===== config.mk =====
export PLATFORM = sky130hd
export DESIGN_NAME = hb_best_match_seq
export DESIGN_NICKNAME = d
export VERILOG_FILES = /design/src/rtl/hb_best_match_seq_pkg.sv /design/src/rtl/hammingbenzer16bit.sv /design/src/rtl/hb_best_match_seq.sv
export SDC_FILE = /design/constraint.sdc
export NUM_CORES = 1
export LEC_CHECK = 0
export ABC_CLOCK_PERIOD_IN_PS = 9700
export CAP_MARGIN = 10
export CORE_MARGIN = 10
export CORE_UTILIZATION = 54
export DETAILED_ROUTE_END_ITERATION = 12
export PLACE_DENSITY_LB_ADDON = 0.08
export SLEW_MARGIN = 20
export SYNTH_ARGS = -nofsm -noshare
export SYNTH_HDL_FRONTEND = slang
export SYNTH_HIERARCHICAL = 1
export SYNTH_SLANG_ARGS = --single-unit

===== constraint.sdc =====
create_clock -name clk -period 9.7 [get_ports clk]
set_input_delay 0.97 -clock clk [delete_from_list [all_inputs] [get_ports clk]]
set_output_delay 0.97 -clock clk [all_outputs]
set_load 0.03 [all_outputs]

===== src/rtl/hb_best_match_seq_pkg.sv =====
// ============================================================================
// Module   : hb_best_match_seq_pkg
// Brief    : Shared state encoding and score constants for the best-match
//            sequencer.
// Revision : 1.0 - initial release
// ============================================================================
`default_nettype none

package hb_best_match_seq_pkg;

   typedef enum logic [1:0] {
      IDLE = 2'd0,
      SCAN = 2'd1,
      DONE = 2'd2
   } state_t;

   localparam int         SCORE_W   = 5;
   localparam logic [4:0] MAX_SCORE = 5'd16;

endpackage

`default_nettype wire


===== src/rtl/hammingbenzer16bit.sv =====
// ============================================================================
// Module   : hammingbenzer16bit
// Brief    : Combinational 16-bit similarity: count of equal bit positions.
// Revision : 1.0 - initial release
// ============================================================================
`default_nettype none

module hammingbenzer16bit (
   input  logic [15:0] a,
   input  logic [15:0] b,
   output logic [4:0]  hb
);

   always_comb begin
      hb = '0;
      for (int i = 0; i < 16; i++) begin
         hb = hb + {4'b0000, a[i] ~^ b[i]};
      end
   end

endmodule

`default_nettype wire


===== src/rtl/hb_best_match_seq.sv =====
// ============================================================================
// Module   : hb_best_match_seq
// Brief    : Scans a small word table one entry per clock through a shared
//            similarity unit and reports the best-matching index and score.
//            Optional macro HB_EXACT_EARLY_EXIT_EN stops at the first exact hit.
// Revision : 1.0 - initial release
// ============================================================================
`default_nettype none

module hb_best_match_seq
   import hb_best_match_seq_pkg::*;
#(
   parameter int N_WORDS = 8,
   parameter int IDX_W   = 3
) (
   input  logic               clk,
   input  logic               rst,
   input  logic               wr_en,
   input  logic [IDX_W-1:0]   wr_addr,
   input  logic [15:0]        wr_data,
   input  logic               start,
   input  logic [15:0]        query,
   output logic               busy,
   output logic               done,
   output logic [IDX_W-1:0]   best_idx,
   output logic [SCORE_W-1:0] best_score,
   output logic               exact
);

   localparam logic [IDX_W-1:0] c_last_idx = IDX_W'(N_WORDS - 1);

   state_t               r_state;
   state_t               w_state_nxt;
   logic [15:0]          r_table [N_WORDS];
   logic [15:0]          r_query;
   logic [IDX_W-1:0]     r_idx;
   logic [IDX_W-1:0]     r_best_idx;
   logic [SCORE_W-1:0]   r_best_score;
   logic [SCORE_W-1:0]   w_score;
   logic                 w_take;
   logic                 w_exit;
   logic                 w_accept;
   logic                 w_wr_ok;

   hammingbenzer16bit u_hb (
      .a  (r_query),
      .b  (r_table[r_idx]),
      .hb (w_score)
   );

   // Strict compare keeps the lowest index on ties.
   assign w_take   = (r_idx == '0) || (w_score > r_best_score);
   assign w_accept = (r_state == IDLE) && start;
   assign w_wr_ok  = wr_en && (r_state != SCAN) && ({24'd0, wr_addr} < 32'(N_WORDS));

`ifdef HB_EXACT_EARLY_EXIT_EN
   assign w_exit = (r_idx == c_last_idx) || (w_score == MAX_SCORE);
`else
   assign w_exit = (r_idx == c_last_idx);
`endif

   always_comb begin
      w_state_nxt = r_state;
      busy        = 1'b0;
      done        = 1'b0;
      case (r_state)
         IDLE: begin
            if (start) w_state_nxt = SCAN;
         end
         SCAN: begin
            busy = 1'b1;
            if (w_exit) w_state_nxt = DONE;
         end
         DONE: begin
            done        = 1'b1;
            w_state_nxt = IDLE;
         end
         default: w_state_nxt = IDLE;
      endcase
   end

   always_ff @(posedge clk) begin
      if (rst) begin
         r_state      <= IDLE;
         r_query      <= '0;
         r_idx        <= '0;
         r_best_idx   <= '0;
         r_best_score <= '0;
         for (int i = 0; i < N_WORDS; i++) begin
            r_table[i] <= '0;
         end
      end else begin
         r_state <= w_state_nxt;
         if (w_wr_ok) begin
            r_table[wr_addr] <= wr_data;
         end
         if (w_accept) begin
            r_query      <= query;
            r_idx        <= '0;
            r_best_idx   <= '0;
            r_best_score <= '0;
         end
         if (r_state == SCAN) begin
            r_idx <= r_idx + 1'b1;
            if (w_take) begin
               r_best_idx   <= r_idx;
               r_best_score <= w_score;
            end
         end
      end
   end

   assign best_idx   = r_best_idx;
   assign best_score = r_best_score;
   assign exact      = (r_best_score == MAX_SCORE);

endmodule

`default_nettype wire


==> flow_summary.toml <==
[floorplan]
rows = 43
coreArea_sq_um = 13900
dieArea_sq_um = 19300
dieWidth_um = 139
boundaryPins = 50
initial_core_util = 0.550
die_h_um = 139

[detailed_routing]
dr.pass1.iters = 4
drc = 0
dr.first_iter.drc_count = 303
drt-vias-per-instance = 5.52
vias = 4370
wl_um = 16900
ant_nets = 0
routedWlPerCell_um = 21.4

[cts]
cts_hold_buffers = 0
postCtsSetupRepairBufs = 0
cts_max_level = 4
cts.sinks = 160
insertion_delay_ns = 0.42
cts_root_buf = "clkbuf_16"
path_clk_slew_ns = 0.06
post_cts_resized = 0
clockBufferDepth = 2
cts_tree = "built"
cts_made_buffers = 17

[logic_synthesis]
synthAdderAreaFrac = 0.0475
synth.mux.area_fraction = 0.129
yosys.cell_types.count = 39
synth_compound_area_frac = 0.0195
synth_xor_area_frac = 0.0207
synthSimpleGateAreaFrac = 0.170
synthFlopType = "edfxtp_1"
synth_area_sq_um = 7630
ys_ff_latch = 160
avgSynthCellArea_sq_um = 13.9
synth_edf_count = 128
ys_seq_area_frac = 0.587
yosysWarnings = 6
synth_top_family_by_area = "simple AND/OR/NAND/NOR gates"
syn-num-nets = 612
synthCells = 550
async_flop_share = 0

[power]
internal_power_w = 0.00139
combPwrFrac = 0.303
netSwitchingFraction = 0.305
p_switching_w = 0.000609
power_frac_clock = 0.304
leakagePower_nw = 3.24
vdd_drop_max_v = 0.000144
seqPwrFrac = 0.393
power_density_nw_per_um2 = 227

[timing]
fin_crit_sh = 0.646
fin_crit_ns = 6.26
clock_skew_ns = 0.00383
finalHoldViolCount = 0
max_freq_ghz = 0.160
relSlewSlack = 0.363
tns_ns = 0
rsz0062_at_grt = "false"
worstMarginPinSlew_ns = 0.954
slew_viol_final = 0
setup_viol = 0

[layout]
final_common_cell = "and2_1"
multi_input_area_sq_um = 2950
antenna_cells = 0
final_cell_count_no_fill = 791
drive_above_1_share = 0.162
fill_cells = 1051
layout_common_cells = "and2_1 (129), edfxtp_1 (128), clkdlybuf4s50_1 (49)"
fin_nets = 660
final-seq-area_sq_um = 4490
area_growth_pct = 15.5

[critical_path]
start_kind = "register"
cp.arrival_ns = 6.62
crit_buf_inv = 5
cp_max_fo = 32
path_cells = "buf_4 > mux4_2 > mux2_2 > xor2_1 > fa_1 > inv_1 > fa_1 > fa_1 > inv_1 > fa_1 > inv_1 > ha_1 > inv_1 > fa_1 > xnor2_1 > ha_1 > nand4_1 > o2111ai_1 > o221a_2 > mux2i_1"
crit_path_end_kind = "register"
path_delay_family = "adder cells"
slowest_stage = "mux4_2"
cp_slowest_stage_delay_ns = 0.60
crit_type = "register to register"
cpMostUsedCell = "fa_1"
critPathRequiredTime_ns = 10.05

[global_route]
track_usage = 0.181
grt_overflow = 0
grt_max_degree = 48
grt_first_pass_wirelength_um = 26700
antenna_found_initial = 0
grt_pass1_vias = 4521

[placed_design]
place_hpwl_um = 10400
dp_cells = 759
gp_congestion = 0.821
io_buffers = 49

[min_path]
hp-class = "register to register"

[status]
outcome = "complete, no violations"

[flow_run]
maxCapViolations = 0
==> area by class of cell <==
class                      instances  share of cell area
clock inverter                    13              0.0109
sequential                       160               0.509
clock buffer                      19              0.0491
inverter                          21             0.00923
multi-input combinational        342               0.335
tap                              180              0.0256
timing repair buffer              56              0.0616
==> power groups by stage <==
| stage | Sequential, W | Clock, W | Combinational (W) |
|---|---|---|---|
| 6_report | 0.000786 | 0.000607 | 0.000607 |
| 5_1_grt | 0.000789 | 0.000648 | 0.000691 |
| 4_1_cts | 0.000786 | 0.000618 | 0.000610 |
| 3_5_place_dp | 0.000800 | 0 | 0.000596 |
| 3_3_place_gp | 0.000798 | 0 | 0.000573 |
| 2_1_floorplan | 0.000802 | 0 | 0.000438 |
==> path summary, 6_finish.rpt <==
check              startpoint       endpoint  slack [ns]  cells past startpoint
setup / recovery     register  best_score[2]        3.44                     20
hold reg to reg   r_query[10]    r_query[10]        0.47                      2
setup reg to reg     register  best_score[2]        3.44                     20
hold / removal    r_query[10]    r_query[10]        0.47                      2
==> kinds of logic (layout without fill, tap and decap cells) <==
kind of cell	after synthesis	in the layout
fa+ha+maj	23	23
simple gates	219	219
xor+xnor	18	18
buf+inv	48	109
flops	160	160
mux	56	56
compound gates	26	26
==> worst register-to-register path, delay by kind of cell, from the launching register on <==
family	cells	cell delay, ns
compound gates	2	0.61
xor+xnor	2	0.36
fa+ha+maj	7	2.88
buf+inv	5	0.76
flops	1	0.31
mux	3	1.16
simple gates	1	0.12
==> cell usage after synthesis (5+ instances only) <==
master,instances,area (sq um)
and2_1,129,807
edfxtp_1,128,3840
nand2_1,40,150
dfxtp_1,32,641
mux4_2,32,721
a21oi_1,21,105
inv_1,20,75.1
clkbuf_1,17,63.8
mux2_2,16,180
ha_1,13,163
xnor2_1,13,114
nand2b_1,12,75.1
fa_1,10,200
mux2i_1,8,80.1
or2_2,8,50.1
buf_2,7,35.0
nor2_1,6,22.5
xor2_1,5,43.8
==> sequential cells by signal, summed over array words and instances, names as in the netlist, named ones only <==
register,flops
r_state,2
r_table,128
r_query,16
best_score,5
r_idx,3
best_idx,3
==> per-stage QoR <==
step / area, sq um / hold slack, ns / worst slack [ns] / total power (W) / utilization
after CTS: 8810 / 0.474 / 3.39 / 0.00201 / 0.635
final: 8810 / 0.474 / 3.44 / 0.00200 / 0.635
after global placement: 8290 / 0.469 / 3.54 / 0.00137 / 0.597
after floorplan: 7630 / 0.448 / 3.76 / 0.00124 / -
after global routing: 8810 / 0.496 / 3.05 / 0.00213 / 0.635
after detailed placement: 8290 / 0.467 / 3.40 / 0.00140 / 0.597
==> routing by layer <==
metal,part of all wire,track usage
met1,0.44,0.234
met2,0.49,0.292
met3,0.050,0.0445
met4,0.018,0.0593
met5,0,0
Power figures use the tool's default switching activity.
